### src/rtl/vector_list_player.sv
// Vector-list player: walks a ROM of {x, y, line, pos} entries from a latched base
// and hands each vector to the line drawer over a valid/ready handshake.
module vector_list_player #(
  parameter int unsigned ADDRESSWIDTH = 6,
  parameter int unsigned COORDW       = 8,
  parameter int unsigned DATAWIDTH    = 2*COORDW+2,
  parameter int unsigned ROM_LAT      = 0,
  parameter int unsigned MAX_ENTRIES  = 64
) (
  input  logic                    clk,
  input  logic                    rst_n,
  input  logic                    start,
  input  logic [ADDRESSWIDTH-1:0] base_addr,
  input  logic                    loop_en,
  input  logic                    stop,
  output logic [ADDRESSWIDTH-1:0] rom_addr,
  input  logic [DATAWIDTH-1:0]    rom_data,
  output logic                    vec_valid,
  input  logic                    vec_ready,
  output logic [COORDW-1:0]       vec_x,
  output logic [COORDW-1:0]       vec_y,
  output logic                    vec_draw,
  output logic                    busy,
  output logic                    done,
  output logic                    err,
  output logic [7:0]              frame_cnt
);

  localparam int unsigned CNTW = $clog2(MAX_ENTRIES + 1);

  // Decode is folded into the capture edge so PRESENT directly follows FETCH/WAIT.
  typedef enum logic [1:0] {IDLE, FETCH, WAIT, PRESENT} state_t;

  state_t                  state;
  logic [ADDRESSWIDTH-1:0] base_q;
  logic [CNTW-1:0]         entry_cnt;
  logic [1:0]              wait_cnt;
  logic                    eol_q;
  logic                    stop_seen;

  logic [1:0] code;
  logic       capture;
  logic       handshake;
  logic       boundary;
  logic       at_eol;
  logic       stop_now;
  logic       overrun;

  assign code = rom_data[1:0];

  // Entry is valid ROM_LAT clocks after rom_addr was set.
  always_comb begin
    capture = 1'b0;
    if (state == FETCH) begin
      capture = (ROM_LAT == 0);
    end else if (state == WAIT) begin
      capture = (wait_cnt == 2'(ROM_LAT));
    end
  end

  // A boundary is where the next step is chosen: after a handshake or on a 00 entry.
  assign handshake = (state == PRESENT) && vec_valid && vec_ready;
  assign boundary  = handshake || (capture && (code == 2'b00));
  assign at_eol    = handshake ? eol_q : 1'b1;
  assign stop_now  = stop_seen || stop;
  assign overrun   = (entry_cnt == CNTW'(MAX_ENTRIES)) ||
                     (rom_addr == {ADDRESSWIDTH{1'b1}});

  always_ff @(posedge clk or negedge rst_n) begin
    if (!rst_n) begin
      state     <= IDLE;
      base_q    <= '0;
      rom_addr  <= '0;
      entry_cnt <= '0;
      wait_cnt  <= '0;
      eol_q     <= 1'b0;
      stop_seen <= 1'b0;
      vec_valid <= 1'b0;
      vec_x     <= '0;
      vec_y     <= '0;
      vec_draw  <= 1'b0;
      busy      <= 1'b0;
      done      <= 1'b0;
      err       <= 1'b0;
      frame_cnt <= '0;
    end else begin
      done <= 1'b0;
      if ((state != IDLE) && stop) begin
        stop_seen <= 1'b1;
      end

      case (state)
        IDLE: begin
          if (start) begin
            base_q    <= base_addr;
            rom_addr  <= base_addr;
            err       <= 1'b0;
            frame_cnt <= '0;
            entry_cnt <= '0;
            stop_seen <= 1'b0;
            busy      <= 1'b1;
            state     <= FETCH;
          end
        end
        FETCH: begin
          if (ROM_LAT != 0) begin
            wait_cnt <= 2'd1;
            state    <= WAIT;
          end
        end
        WAIT: begin
          if (!capture) begin
            wait_cnt <= wait_cnt + 2'd1;
          end
        end
        PRESENT: ;
        default: state <= IDLE;
      endcase

      if (capture) begin
        entry_cnt <= entry_cnt + CNTW'(1);
        if (code != 2'b00) begin
          vec_x     <= rom_data[DATAWIDTH-1 -: COORDW];
          vec_y     <= rom_data[2 +: COORDW];
          vec_draw  <= code[1];
          eol_q     <= &code;
          vec_valid <= 1'b1;
          state     <= PRESENT;
        end
      end

      // Priority: stop, then end-of-list, then overrun, then next entry.
      if (boundary) begin
        vec_valid <= 1'b0;
        stop_seen <= 1'b0;
        if (stop_now) begin
          state <= IDLE;
          busy  <= 1'b0;
        end else if (at_eol) begin
          done      <= 1'b1;
          frame_cnt <= frame_cnt + 8'd1;
          if (loop_en) begin
            rom_addr  <= base_q;
            entry_cnt <= '0;
            state     <= FETCH;
          end else begin
            state <= IDLE;
            busy  <= 1'b0;
          end
        end else if (overrun) begin
          err   <= 1'b1;
          state <= IDLE;
          busy  <= 1'b0;
        end else begin
          rom_addr <= rom_addr + ADDRESSWIDTH'(1);
          state    <= FETCH;
        end
      end
    end
  end

endmodule

### config.mk
export PLATFORM = sky130hd
export DESIGN_NAME = vector_list_player
export DESIGN_NICKNAME = d
export VERILOG_FILES = /design/src/rtl/vector_list_player.sv
export SDC_FILE = /design/constraint.sdc
export NUM_CORES = 1
export LEC_CHECK = 0
export ABC_AREA = 1
export CAP_MARGIN = 25
export CELL_PAD_IN_SITES_DETAIL_PLACEMENT = 0
export CELL_PAD_IN_SITES_GLOBAL_PLACEMENT = 2
export CORE_MARGIN = 3
export CORE_UTILIZATION = 25
export CTS_BUF_LIST = sky130_fd_sc_hd__clkbuf_16
export DETAILED_ROUTE_END_ITERATION = 16
export PLACE_DENSITY_LB_ADDON = 0.1
export SKIP_CTS_REPAIR_TIMING = 1
export SYNTH_ARGS = -nofsm -noshare
export SYNTH_HDL_FRONTEND = slang
export SYNTH_SLANG_ARGS = --single-unit
export TNS_END_PERCENT = 50
### constraint.sdc
create_clock -name clk -period 2.15 [get_ports clk]
set_input_delay 0.5375 -clock clk [delete_from_list [all_inputs] [get_ports clk]]
set_output_delay 0.5375 -clock clk [all_outputs]
set_load 0.02 [all_outputs]
**Word level (Yosys, flattened, before mapping)**

Cells that the tools add are included.

- Logic and storage cells: 98
- Input port bits: 30
- Register bits after elaboration: 54

- Reduce and logical (&&, ||, !) cells: 19
- Bitwise operators: 1
- Multiplexer cells: 54
- Add/sub/neg operators: 4
- Equal/unequal tests: 5

Operators by type and width:

| operator | count |
|---|---|
| 7-bit two-way mux | 7 |
| 6-bit two-way mux | 7 |
| 8-bit two-way mux | 5 |
| 1-bit two-way mux | 28 |
| 2-bit two-way mux | 7 |
| 2-bit AND reduction | 5 |
| 8-bit by 1-bit adder with 8-bit output, second input constant | 1 |
| 2-bit nonzero test | 4 |
| 7-bit by 1-bit adder with 7-bit output, second input constant | 1 |
| 7-bit equality test, second input constant | 1 |
| 6-bit by 1-bit adder with 6-bit output, second input constant | 1 |
| 6-bit equality test, second input constant | 1 |
| 2-bit logical NOT | 3 |
| 2-bit equality test, second input constant | 2 |
| 1-bit logical AND | 4 |
| 1-bit logical OR | 3 |
| 2-bit by 1-bit adder with 2-bit output, second input constant | 1 |
| 2-bit by 1-bit equality test with 1-bit output, second input constant | 1 |
| 1-bit NOT | 1 |

**Longest topological paths before layout**

Gate-level depths: netlist of the first run.

- Depth in word-level cells: 8
- Depth in mapped cells: 12
- Depth with buffers taken out: 12

**Worst setup path after synthesis of the first run**

No wires, ideal clock.

- Path kind: register to register
- From: register rom_addr[0]
- To: register rom_addr[4]
- Required time: 2.037 ns
- Cell stages (with the launch flop): 12
- Period minus slack after synthesis: 1.459 ns
- Arrival: 1.346 ns
- Setup slack: 0.691 ns
- Setup time: 0.113 ns
- Cells stage by stage: dfrtp_1 -> ha_1 -> nand2_1 -> nor2_1 -> nand2_1 -> nand2_1 -> nor2_4 -> nand2_1 -> nand2_1 -> nand2_1 -> nand2_1 -> inv_1

- Word-level cells in the longest chain between the ends: 6

Ends and longest elaborated chain:

| element | RTL line | source |
|---|---|---|
| start, declared | 16 | `output logic [ADDRESSWIDTH-1:0] rom_addr,` |
| start signal, assigned | 96 | `rom_addr <= base_addr;` |
| start signal, assigned | 143 | `rom_addr <= base_q;` |
| start signal, assigned | 155 | `rom_addr <= rom_addr + ADDRESSWIDTH'(1);` |
| branches (longest 2 deep; another with 6-bit by 1-bit adder with 6-bit output) | - |  |
| 6-bit two-way mux * | 150 | `end else if (overrun) begin` |
| 6-bit two-way mux * | 139 | `end else if (at_eol) begin` |
| 6-bit two-way mux * | 136 | `if (stop_now) begin` |
| 6-bit two-way mux * | 133 | `if (boundary) begin` |

Mark *: on every way between the ends.
A chain may end at the register's enable or synchronous reset.

**Worst setup path in the final report of the first run**

- From: register frame_cnt[2]
- To: output frame_cnt[2]

RTL lines:

| element | RTL line | source |
|---|---|---|
| start, declared | 26 | `output logic [7:0] frame_cnt` |
| start signal, assigned | 141 | `frame_cnt <= frame_cnt + 8'd1;` |

No word-level cell between the ends.

==> flow_results.xml, run 1 <==
<?xml version="1.0" encoding="UTF-8"?>
<metrics>
  <group name="synthesis">
    <metric name="synth-simple-area-share" unit="%">32.0</metric>
    <metric name="synth_edf_count" unit="">0</metric>
    <metric name="postSynthCellCount" unit="">347</metric>
    <metric name="yosysSeqAreaShare" unit="%">48.8</metric>
    <metric name="yosys_register_bits" unit="">54</metric>
    <metric name="synth_area_leaders" unit="">sky130_fd_sc_hd__dfrtp_1 (49%), sky130_fd_sc_hd__nand2_1 (18%), sky130_fd_sc_hd__inv_1 (5.3%), sky130_fd_sc_hd__nand3_1 (4.9%), sky130_fd_sc_hd__o21ai_0 (3.3%)</metric>
    <metric name="synth_top_family_by_area" unit="">simple AND/OR/NAND/NOR gates</metric>
    <metric name="synthMuxAreaShare" unit="%">0</metric>
    <metric name="synth_fp_nets" unit="">382</metric>
    <metric name="synthXorXnorAreaFrac" unit="%">2.53</metric>
    <metric name="post_synth_fa_ha_maj_area_fraction" unit="%">2.26</metric>
    <metric name="synth-compound-area-share" unit="%">6.78</metric>
    <metric name="synthesis.area_per_instance" unit="um^2">7.98</metric>
    <metric name="ys_dominant_reg_cell" unit="">sky130_fd_sc_hd__dfrtp_1</metric>
    <metric name="postSynth.asyncResetShare" unit="%">100</metric>
    <metric name="syn_area" unit="mm^2">0.00277</metric>
    <metric name="synth_cell_type_count" unit="">29</metric>
    <metric name="synthDominantAreaCellType" unit="">sky130_fd_sc_hd__dfrtp_1</metric>
    <metric name="synth-warning-count" unit="">0</metric>
    <metric name="synth_top_area_share" unit="%">48.8</metric>
  </group>
  <group name="sta">
    <metric name="tightest_slew" unit="ns">0.318</metric>
    <metric name="fin_tns_setup" unit="ns">0</metric>
    <metric name="final.setup_skew" unit="ns">0.00498</metric>
    <metric name="rsz0062_at_grt" unit="">false</metric>
    <metric name="final_setup_violation_count" unit="">0</metric>
    <metric name="layout_worst_path_cycle_share" unit="%">88.6</metric>
    <metric name="worst_max_slew_margin_expressed_relative_to_the_limit" unit="%">78.8</metric>
    <metric name="hold_viol" unit="">0</metric>
    <metric name="timing.final.ws_setup" unit="ns">0.244</metric>
    <metric name="timing.fmax" unit="GHz">0.525</metric>
    <metric name="final_period_minus_worst_setup_slack" unit="ns">1.91</metric>
    <metric name="timing.final.max_slew_violations" unit="">0</metric>
  </group>
  <group name="global_routing">
    <metric name="grt_overflow" unit="">0</metric>
    <metric name="vias_in_the_first_global_route" unit="">2389</metric>
    <metric name="grt_usage" unit="%">12.4</metric>
    <metric name="antenna_found_initial" unit="">0</metric>
    <metric name="grt_pass1_wl" unit="um">12500</metric>
    <metric name="pin_count_of_the_biggest_net_entering_global_routing" unit="">55</metric>
  </group>
  <group name="route">
    <metric name="detailroute.via_count" unit="">2384</metric>
    <metric name="detail_route.first_pass.iterations" unit="">4</metric>
    <metric name="drt_iter0_drc" unit="">110</metric>
    <metric name="wl" unit="um">7450</metric>
    <metric name="avgViaCountPerCell" unit="">4.26</metric>
    <metric name="route.detailed.wl_per_inst" unit="um">13.3</metric>
    <metric name="ant_nets" unit="">0</metric>
    <metric name="remaining_drc_errors" unit="">0</metric>
  </group>
  <group name="cts">
    <metric name="tritoncts_clock_tree" unit="">built</metric>
    <metric name="cts_htree_levels" unit="">2</metric>
    <metric name="worstSkewPairLatency" unit="ns">0.29</metric>
    <metric name="clockRootBuffer" unit="">sky130_fd_sc_hd__clkbuf_16</metric>
    <metric name="cts.sinks" unit="">54</metric>
    <metric name="clock_input_transition_at_the_sequential_cells_of_the_worst_setup_and_hold_paths" unit="ns">0.07</metric>
    <metric name="clockBufferDepth" unit="">2</metric>
    <metric name="numCtsBuffers" unit="">5</metric>
  </group>
  <group name="floorplan">
    <metric name="coreArea" unit="mm^2">0.0106</metric>
    <metric name="die-width" unit="um">111</metric>
    <metric name="die_h" unit="um">111</metric>
    <metric name="num_io_pins" unit="">65</metric>
    <metric name="placementRows" unit="">37</metric>
    <metric name="start_util" unit="%">26.2</metric>
    <metric name="fp.dieArea" unit="mm^2">0.0124</metric>
  </group>
  <group name="place">
    <metric name="post-place-cells" unit="">551</metric>
    <metric name="placement.setup.worst_slack" unit="ns">0.105</metric>
    <metric name="gp_congestion" unit="">0.730</metric>
    <metric name="io_buffer_count" unit="">64</metric>
    <metric name="hpwl" unit="um">5460</metric>
  </group>
  <group name="worst_setup_path">
    <metric name="critical_path.max_stage_delay" unit="ns">0.64</metric>
    <metric name="critical_path_peak_fanout" unit="">6</metric>
    <metric name="path_cells" unit="">clkdlybuf4s50_1</metric>
    <metric name="crit_type" unit="">reg2out</metric>
    <metric name="worst_path_max_delay_cell" unit="">sky130_fd_sc_hd__clkdlybuf4s50_1</metric>
    <metric name="critical_path_depth" unit="">1</metric>
    <metric name="critical_path.reg2reg.startpoint" unit="">wait_cnt[0]</metric>
    <metric name="setup.worst_path.start" unit="">frame_cnt[2]</metric>
    <metric name="cp_data_arrival_time" unit="ns">1.37</metric>
    <metric name="worst_r2r_path_depth" unit="">9</metric>
    <metric name="top_cell_family_by_delay_on_the_critical_path" unit="">buffers and inverters</metric>
    <metric name="end_kind" unit="">output pin</metric>
    <metric name="worstPathRequired" unit="ns">1.61</metric>
    <metric name="crit_path_start_kind" unit="">register</metric>
    <metric name="critPathBufInv" unit="">1</metric>
  </group>
  <group name="status">
    <metric name="outcome" unit="">complete, no violations</metric>
  </group>
  <group name="cells_and_area">
    <metric name="antenna_cells_inserted" unit="">0</metric>
    <metric name="fillerInstances" unit="">1130</metric>
    <metric name="instances_no_fill" unit="">559</metric>
    <metric name="finalCoreUtilization" unit="%">35.8</metric>
    <metric name="finalNetCount" unit="">457</metric>
    <metric name="area_delta_synth_final" unit="%">36.5</metric>
    <metric name="layout-drive-gt1-share" unit="%">9.22</metric>
  </group>
  <group name="power_and_ir_drop">
    <metric name="vdd.ir_drop.worst" unit="mV">0.439</metric>
    <metric name="share_seq_of_total_power" unit="%">35.2</metric>
    <metric name="p_leak" unit="nW">1.89</metric>
    <metric name="power.share.combinational" unit="%">46.5</metric>
    <metric name="clock_power_share" unit="%">18.3</metric>
    <metric name="net-switching-power" unit="mW">2.06</metric>
    <metric name="power_density" unit="mW/mm^2">1330</metric>
    <metric name="power_report.internal_total" unit="mW">2.99</metric>
    <metric name="sw_frac_of_total" unit="%">40.7</metric>
  </group>
  <group name="hold_path">
    <metric name="min_path_type" unit="">in2async</metric>
  </group>
  <group name="run">
    <metric name="timing.max_cap.violations" unit="">0</metric>
  </group>
</metrics>
-- synthesized netlist by cell type (all sizes together), types with 5 or more instances --
library cell and instances:
xor2 6, nand2 141, nand3 28, nor2 25, a21oi 7, buf 5
ha 5, dfrtp 54, inv 43, o21ai 21
-- kinds of logic (layout without fill, tap and decap cells) --
group / count (synthesis) / in the layout
AO/OA/AOI/OAI: 33 / 33
XOR/XNOR: 8 / 8
adder cells (fa/ha/maj): 5 / 5
buffers and inverters: 49 / 125
flip-flops: 54 / 54
AND/OR/NAND/NOR: 198 / 198
-- registers in the layout (all words and copies together) (netlist names), 2 cells and up --
name,cells
vec_y,8
wait_cnt,2
entry_cnt,7
vec_x,8
frame_cnt,8
state,2
rom_addr,6
base_q,6
-- cell usage in the layout (no fill, tap or decap), drive strengths merged, types with 5 or more instances in the layout --
master,count
a21oi,7
buf,10
clkbuf,5
clkdlybuf4s50,63
dfrtp,54
ha,5
inv,44
nand2,141
nand3,28
nor2,25
o21ai,21
xor2,6
-- final timing paths --
path | to | slack, ns
worst max-delay path | frame_cnt[2] | 0.24
worst min-delay path | vec_y[0] | 0.23
worst max register to register | vec_x[5] | 0.44
worst min register to register | vec_y[5] | 0.47
max in group asynchronous | frame_cnt[3] | 1.65
min in group clk | vec_y[5] | 0.47
-- through the flow --
step | area (um^2) | total power [mW] | hold WS (ns)
floorplan | 2770 | 3.21 | 0.242
global placement | 3620 | 4.20 | 0.453
detailed placement | 3620 | 4.19 | 0.461
CTS | 3780 | 5.15 | 0.254
global route | 3780 | 5.49 | 0.257
finish | 3780 | 5.05 | 0.235
-- final cells by class --
| type | instances | area (um^2) | share of cell area (%) |
|---|---|---|---|
| Sequential cell | 54 | 1350 | 35.7 |
| Multi-Input combinational cell | 244 | 1210 | 31.9 |
| Timing Repair Buffer | 73 | 716 | 18.9 |
| Inverter | 44 | 171 | 4.53 |
| Tap cell | 136 | 170 | 4.50 |
| Clock buffer | 5 | 125 | 3.31 |
| Clock inverter | 3 | 41.3 | 1.09 |
-- layer usage --
layer,track usage [%],vias up,wire [um]
li1,-,1227,-
met1,17.2,1127,3740
met2,20.0,26,3520
met3,2.78,4,150
met4,2.43,0,42
met5,0,-,0
-- power by group through the flow --
stage	combinational [mW]	sequential [mW]	clock (mW)
finish	2.35	1.77	0.922
global route	2.63	1.85	1.00
CTS	2.40	1.78	0.962
detailed placement	2.39	1.80	0
global placement	2.40	1.80	0
floorplan	1.15	2.06	0
(Power assumes the default switching activity.)
==> inputs of run 2 (changes only) <==
- CAP_MARGIN: 25 -> 20
- PLACE_DENSITY: unset -> 0.72
- PLACE_DENSITY_LB_ADDON: 0.1 -> unset
==> run 2 against run 1 <==
Against the previous run:
- sequential share of layout area shrank 0.059 points
- register-to-register slack about the same
- largest power group unchanged
- fmax shrank 2.9%
- die area did not move
- clock power up 3.1%
- critical path type unchanged
- critical path depth stayed put
- worst hold slack worse by 0.041 ns
- largest cell class unchanged
- first-iteration DRC count is 9.1% higher
- non-clock buffer count is the same
- global-route usage decreased by 0.40 points
==> flow_results.xml, run 2 (synthesis results as in run 1) <==
<?xml version="1.0" encoding="UTF-8"?>
<metrics>
  <group name="route">
    <metric name="detailroute.via_count" unit="">2344</metric>
    <metric name="dr_wl_met3" unit="um">180</metric>
    <metric name="remaining_drc_errors" unit="">0</metric>
    <metric name="routedLengthMet1" unit="um">3410</metric>
    <metric name="detail_route.first_pass.iterations" unit="">4</metric>
    <metric name="drt_iter0_drc" unit="">120</metric>
    <metric name="maxUsedRoutingLayer" unit="">met4</metric>
    <metric name="ant_nets" unit="">0</metric>
    <metric name="route.detailed.wl_per_inst" unit="um">12.9</metric>
    <metric name="dr_wl_met2" unit="um">3540</metric>
    <metric name="avgViaCountPerCell" unit="">4.19</metric>
    <metric name="wl" unit="um">7200</metric>
  </group>
  <group name="global_routing">
    <metric name="grt_pass1_wl" unit="um">12000</metric>
    <metric name="grt_overflow" unit="">0</metric>
    <metric name="pin_count_of_the_biggest_net_entering_global_routing" unit="">23</metric>
    <metric name="grt_usage" unit="%">12.0</metric>
    <metric name="vias_in_the_first_global_route" unit="">2325</metric>
    <metric name="antenna_found_initial" unit="">0</metric>
  </group>
  <group name="sta">
    <metric name="hold_viol" unit="">0</metric>
    <metric name="fin_tns_setup" unit="ns">0</metric>
    <metric name="timing.fmax" unit="GHz">0.509</metric>
    <metric name="final.setup_skew" unit="ns">0.00880</metric>
    <metric name="tightest_slew" unit="ns">0.479</metric>
    <metric name="final_period_minus_worst_setup_slack" unit="ns">1.96</metric>
    <metric name="layout_worst_path_cycle_share" unit="%">91.3</metric>
    <metric name="timing.final.max_slew_violations" unit="">0</metric>
    <metric name="worst_max_slew_margin_expressed_relative_to_the_limit" unit="%">68.1</metric>
    <metric name="final_setup_violation_count" unit="">0</metric>
    <metric name="rsz0062_at_grt" unit="">false</metric>
  </group>
  <group name="power_and_ir_drop">
    <metric name="vdd.ir_drop.worst" unit="mV">0.512</metric>
    <metric name="power_density" unit="mW/mm^2">1330</metric>
    <metric name="share_seq_of_total_power" unit="%">35.4</metric>
    <metric name="power_report.internal_total" unit="mW">2.99</metric>
    <metric name="net-switching-power" unit="mW">2.07</metric>
    <metric name="power.share.combinational" unit="%">45.8</metric>
    <metric name="clock_power_share" unit="%">18.8</metric>
    <metric name="sw_frac_of_total" unit="%">40.9</metric>
    <metric name="p_leak" unit="nW">1.89</metric>
  </group>
  <group name="floorplan">
    <metric name="fp.dieArea" unit="mm^2">0.0124</metric>
    <metric name="coreArea" unit="mm^2">0.0106</metric>
    <metric name="num_io_pins" unit="">65</metric>
    <metric name="die_h" unit="um">111</metric>
    <metric name="start_util" unit="%">26.2</metric>
    <metric name="die-width" unit="um">111</metric>
    <metric name="placementRows" unit="">37</metric>
  </group>
  <group name="worst_setup_path">
    <metric name="worst_r2r_path_depth" unit="">9</metric>
    <metric name="top_cell_family_by_delay_on_the_critical_path" unit="">buffers and inverters</metric>
    <metric name="critPathBufInv" unit="">1</metric>
    <metric name="path_cells" unit="">clkdlybuf4s50_1</metric>
    <metric name="r2r_setup_slack" unit="ns">0.44</metric>
    <metric name="critical_path.reg2reg.startpoint" unit="">wait_cnt[0]</metric>
    <metric name="crit_path_start_kind" unit="">register</metric>
    <metric name="worstPathRequired" unit="ns">1.61</metric>
    <metric name="crit_type" unit="">reg2out</metric>
    <metric name="cp_data_arrival_time" unit="ns">1.43</metric>
    <metric name="end_kind" unit="">output pin</metric>
    <metric name="critical_path_peak_fanout" unit="">5</metric>
    <metric name="crit-reg2reg-capture" unit="">vec_y[7]</metric>
    <metric name="worst_path_max_delay_cell" unit="">sky130_fd_sc_hd__clkdlybuf4s50_1</metric>
    <metric name="critical_path.max_stage_delay" unit="ns">0.65</metric>
  </group>
  <group name="cells_and_area">
    <metric name="finalNetCount" unit="">457</metric>
    <metric name="antenna_cells_inserted" unit="">0</metric>
    <metric name="layout-drive-gt1-share" unit="%">9.46</metric>
    <metric name="finalCoreUtilization" unit="%">35.9</metric>
    <metric name="most-common-layout-cells" unit="">sky130_fd_sc_hd__nand2_1 (131), sky130_fd_sc_hd__clkdlybuf4s50_1 (63), sky130_fd_sc_hd__dfrtp_1 (54)</metric>
    <metric name="layout.cells.most_common" unit="">sky130_fd_sc_hd__nand2_1</metric>
    <metric name="area_delta_synth_final" unit="%">36.8</metric>
    <metric name="largest_registers" unit="">frame_cnt x8, vec_x x8, vec_y x8</metric>
  </group>
  <group name="status">
    <metric name="outcome" unit="">complete, no violations</metric>
  </group>
  <group name="place">
    <metric name="io_buffer_count" unit="">64</metric>
    <metric name="hpwl" unit="um">5450</metric>
    <metric name="gp_congestion" unit="">0.700</metric>
  </group>
  <group name="run">
    <metric name="timing.max_cap.violations" unit="">0</metric>
  </group>
  <group name="cts">
    <metric name="worstSkewPairLatency" unit="ns">0.29</metric>
    <metric name="tritoncts_clock_tree" unit="">built</metric>
    <metric name="cts_htree_levels" unit="">2</metric>
    <metric name="numCtsBuffers" unit="">5</metric>
    <metric name="clockBufferDepth" unit="">2</metric>
    <metric name="clockRootBuffer" unit="">sky130_fd_sc_hd__clkbuf_16</metric>
    <metric name="clock_input_transition_at_the_sequential_cells_of_the_worst_setup_and_hold_paths" unit="ns">0.08</metric>
    <metric name="cts.sinks" unit="">54</metric>
  </group>
  <group name="hold_path">
    <metric name="min_path_type" unit="">in2async</metric>
  </group>
</metrics>
==> run 2: changes by cell type in the layout (fill, tap and decap cells not counted), sizes merged <==
| cell | before | now |
|---|---|---|
| clkinvlp | 1 | 0 |
| inv | 44 | 45 |
==> run 2: worst max path at each step <==
stage | from | to | slack [ns] | depth (start not counted)
floorplan | rom_addr[0] | rom_addr[4] | 0.69 | 11
global placement | rom_data[1] | entry_cnt[1] | 0.10 | 9
detailed placement | rom_data[1] | entry_cnt[2] | 0.09 | 9
CTS | rom_addr[4] | rom_addr[4] | 0.18 | 1
global route | rom_addr[4] | rom_addr[4] | 0.13 | 1
finish | rom_addr[4] | rom_addr[4] | 0.19 | 1
==> run 2: stage by stage <==
| stage | cell area [um^2] | hold slack [ns] | setup slack, ns | cells | total power [mW] |
|---|---|---|---|---|---|
| after global routing | 3790 | 0.220 | 0.128 | 559 | 5.47 |
| after detailed placement | 3620 | 0.461 | 0.0851 | 551 | 4.16 |
| after floorplan | 2770 | 0.242 | 0.691 | 347 | 3.21 |
| after CTS | 3790 | 0.213 | 0.178 | 559 | 5.14 |
| after global placement | 3620 | 0.455 | 0.105 | 551 | 4.16 |
| final | 3790 | 0.194 | 0.187 | 559 | 5.06 |
==> run 2: power by group through the flow <==
stage / Combinational [mW] / Clock, mW / Sequential, mW
6_report: 2.32 / 0.951 / 1.79
3_3_place_gp: 2.35 / 0 / 1.80
3_5_place_dp: 2.36 / 0 / 1.81
2_1_floorplan: 1.15 / 0 / 2.06
5_1_grt: 2.58 / 1.03 / 1.86
4_1_cts: 2.36 / 0.985 / 1.79
==> run 2: metal layers <==
metal  vias up  global-route usage, %
met4         0                   3.16
met3         4                   2.67
met1      1083                   16.0
met5         -                      0
li1       1226                      -
met2        31                   19.7
==> run 2: cell type report <==
type | count | area (um^2)
fill | 1148 | 6770
sequential | 54 | 1350
multi-input combinational | 244 | 1210
timing repair buffer | 73 | 716
inverter | 44 | 171
tap | 136 | 170
clock buffer | 5 | 125
clock inverter | 3 | 47.5
==> variant (config.mk and constraints of run 1) <==
The parameter `ROM_LAT` goes from 0 to 1.
--- a/src/rtl/vector_list_player.sv
+++ b/src/rtl/vector_list_player.sv
@@ -6,3 +6,3 @@
   parameter int unsigned DATAWIDTH    = 2*COORDW+2,
-  parameter int unsigned ROM_LAT      = 0,
+  parameter int unsigned ROM_LAT      = 1,
   parameter int unsigned MAX_ENTRIES  = 64
Behaviour: not the same (Yosys sat finds a counterexample within 4 cycles, from zero or initial values and one cycle with rst_n low).
==> variant against run 1 <==
Utilization shrank 0.24 points. Count of clock-buffer cells in the layout is the same. Setup slack lost 0.0059 ns. Combinational power shrank 2%. Routed wire length shrank 12%. Cell area shrank 2.4%. Area after synthesis shrank 3.3%. Worst hold slack is essentially flat. Power shrank 0.60%. Register-to-register slack lost 0.03 ns. Final cell count shrank 9.7%. Clock power grew 0.9%. Sequential cell count is the same. Critical endpoint is now rom_addr[2]. Largest cell class unchanged. Highest routed layer unchanged.
==> variant: results (changes against run 1) <==
[route]
wl_per_cell_um = 13.0  ; -2.1%
wirelength_met1_um = 3150  ; -16%
wl_met2_um = 3130  ; -11%
dr.pass1.iters = 4  ; unchanged
dr.first_iter.drc_count = 58  ; -47%
top_layer = met4
wl_met3_um = 234  ; +56%
num_vias = 2122  ; -11%

[worst_setup_path]
worst_path_max_delay_cell = clkdlybuf4s50_1
worst-path-max-fanout = 5  ; -1
max_stage_delay_ns = 0.64  ; about the same
cp.arrival_ns = 1.37  ; about the same
cp_top_family = buffers and inverters

[clock_tree]
cts_buffers = 5  ; unchanged
cts_max_level = 2  ; unchanged
path_clk_slew_ns = 0.08
clkLatencyLatePin_ns = 0.29  ; about the same
root_buffer = clkbuf_16
clock_path_buffers = 2  ; unchanged

[yosys]
yosysWarnings = 0  ; unchanged
synthesis.nets = 328  ; -14%
ys_types = 29  ; unchanged
ys_seq_area_frac = 0.505  ; +0.0169
synthAdderAreaFrac = 0.0234  ; +0.000781
synth_xor_area_frac = 0.0294  ; +0.00415
synth_common_cells = nand2_1 (73), dfrtp_1 (54), inv_1 (31)
synth_area_leaders = dfrtp_1 (50%), nand2_1 (10%), inv_1 (4.3%), nand3_1 (4.3%), mux2_2 (3.8%)
synthMuxAreaShare = 0.0715  ; +0.0715
synthArstFlopShare = 1.00  ; unchanged
synth_compound_area_frac = 0.0724  ; +0.00468

[placed_design]
place_area_mm2 = 0.00352  ; -2.5%
gp_congestion = 0.718  ; -1.6%
port_buffers = 64  ; unchanged
place_hpwl_um = 4870  ; -11%
place_ws_ns = 0.0544  ; -0.0503 ns

[timing]
skew_ns = 0.00674  ; +0.00176 ns
max-slew-margin-rel = 0.634  ; -0.154

[layout]
fillers = 1110  ; -1.8%
reg.largest.list = frame_cnt (8), vec_x (8), vec_y (8)
syn2layout_area_growth_pct = 37.9
diodes = 0  ; unchanged
drive_above_1_share = 0.114  ; +0.0216
nets = 403  ; -12%

[global_route]
grt_usage = 0.123  ; -0.00102
use_met2 = 0.204  ; +0.00374
grt_start_max_net_pins = 55  ; unchanged
grt_pass1_wl_um = 11600  ; -7.1%
grt_use_met1 = 0.163  ; -0.00880
met3_usage = 0.0252  ; -0.00259
grt_pass1_vias = 2330  ; -2.5%
antenna_found_initial = 0  ; unchanged

[status]
outcome = complete, no violations

[power]
power.leakage_nw = 1.70  ; -10%
p_int_mw = 3.07  ; +2.5%
ir_drop_mv = 0.545  ; +24%

[worst_hold_path]
min-delay-path-class = in2async

## variant: cell types whose count changed in the layout (fill, tap and decap cells not counted), sizes merged, moves of 3 or more
cell / delta
mux2: +17
nand3: -3
nand2: -64
inv: -9
a21oi: +3
nor2: +7
## variant: worst paths after layout
kind / cells after the start / endpoint / slack [ns] / startpoint
min in group clk: 2 / base_q[5] / 0.48 / base_q[5]
max in group asynchronous: 2 / busy / 1.66 / rst_n
min: 2 / frame_cnt[3] / 0.23 / rst_n
min reg2reg: 2 / base_q[5] / 0.48 / base_q[5]
max: 1 / rom_addr[2] / 0.24 / rom_addr[2]
max reg2reg: 5 / vec_y[7] / 0.41 / wait_cnt[1]
## variant: kinds of logic (layout without fill, tap and decap cells)
family          count (synthesis)  after routing
buf+inv                        37            113
flops                          54             54
fa+ha+maj                       5              5
xor+xnor                        9              9
mux                            17             17
compound gates                 35             35
simple gates                  136            136
## variant: metrics by stage
stage	std cells	hold WS (ns)
after floorplan	293	0.242
after global placement	497	0.463
after detailed placement	497	0.464
after CTS	505	0.253
after global routing	505	0.262
final	505	0.235
## variant: layout make-up
class | count | share of cell area
Clock buffer | 5 | 0.0339
Timing Repair Buffer | 71 | 0.190
Inverter | 34 | 0.0346
Tap cell | 136 | 0.0461
Clock inverter | 3 | 0.0112
Multi-Input combinational cell | 202 | 0.318
Sequential cell | 54 | 0.366
## variant: power groups by stage
stage / sequential (mW) / combinational, mW / clock, mW
floorplan: 2.10 / 1.07 / 0
global placement: 1.81 / 2.34 / 0
detailed placement: 1.81 / 2.34 / 0
CTS: 1.80 / 2.35 / 0.970
global route: 1.87 / 2.58 / 1.02
finish: 1.79 / 2.30 / 0.930
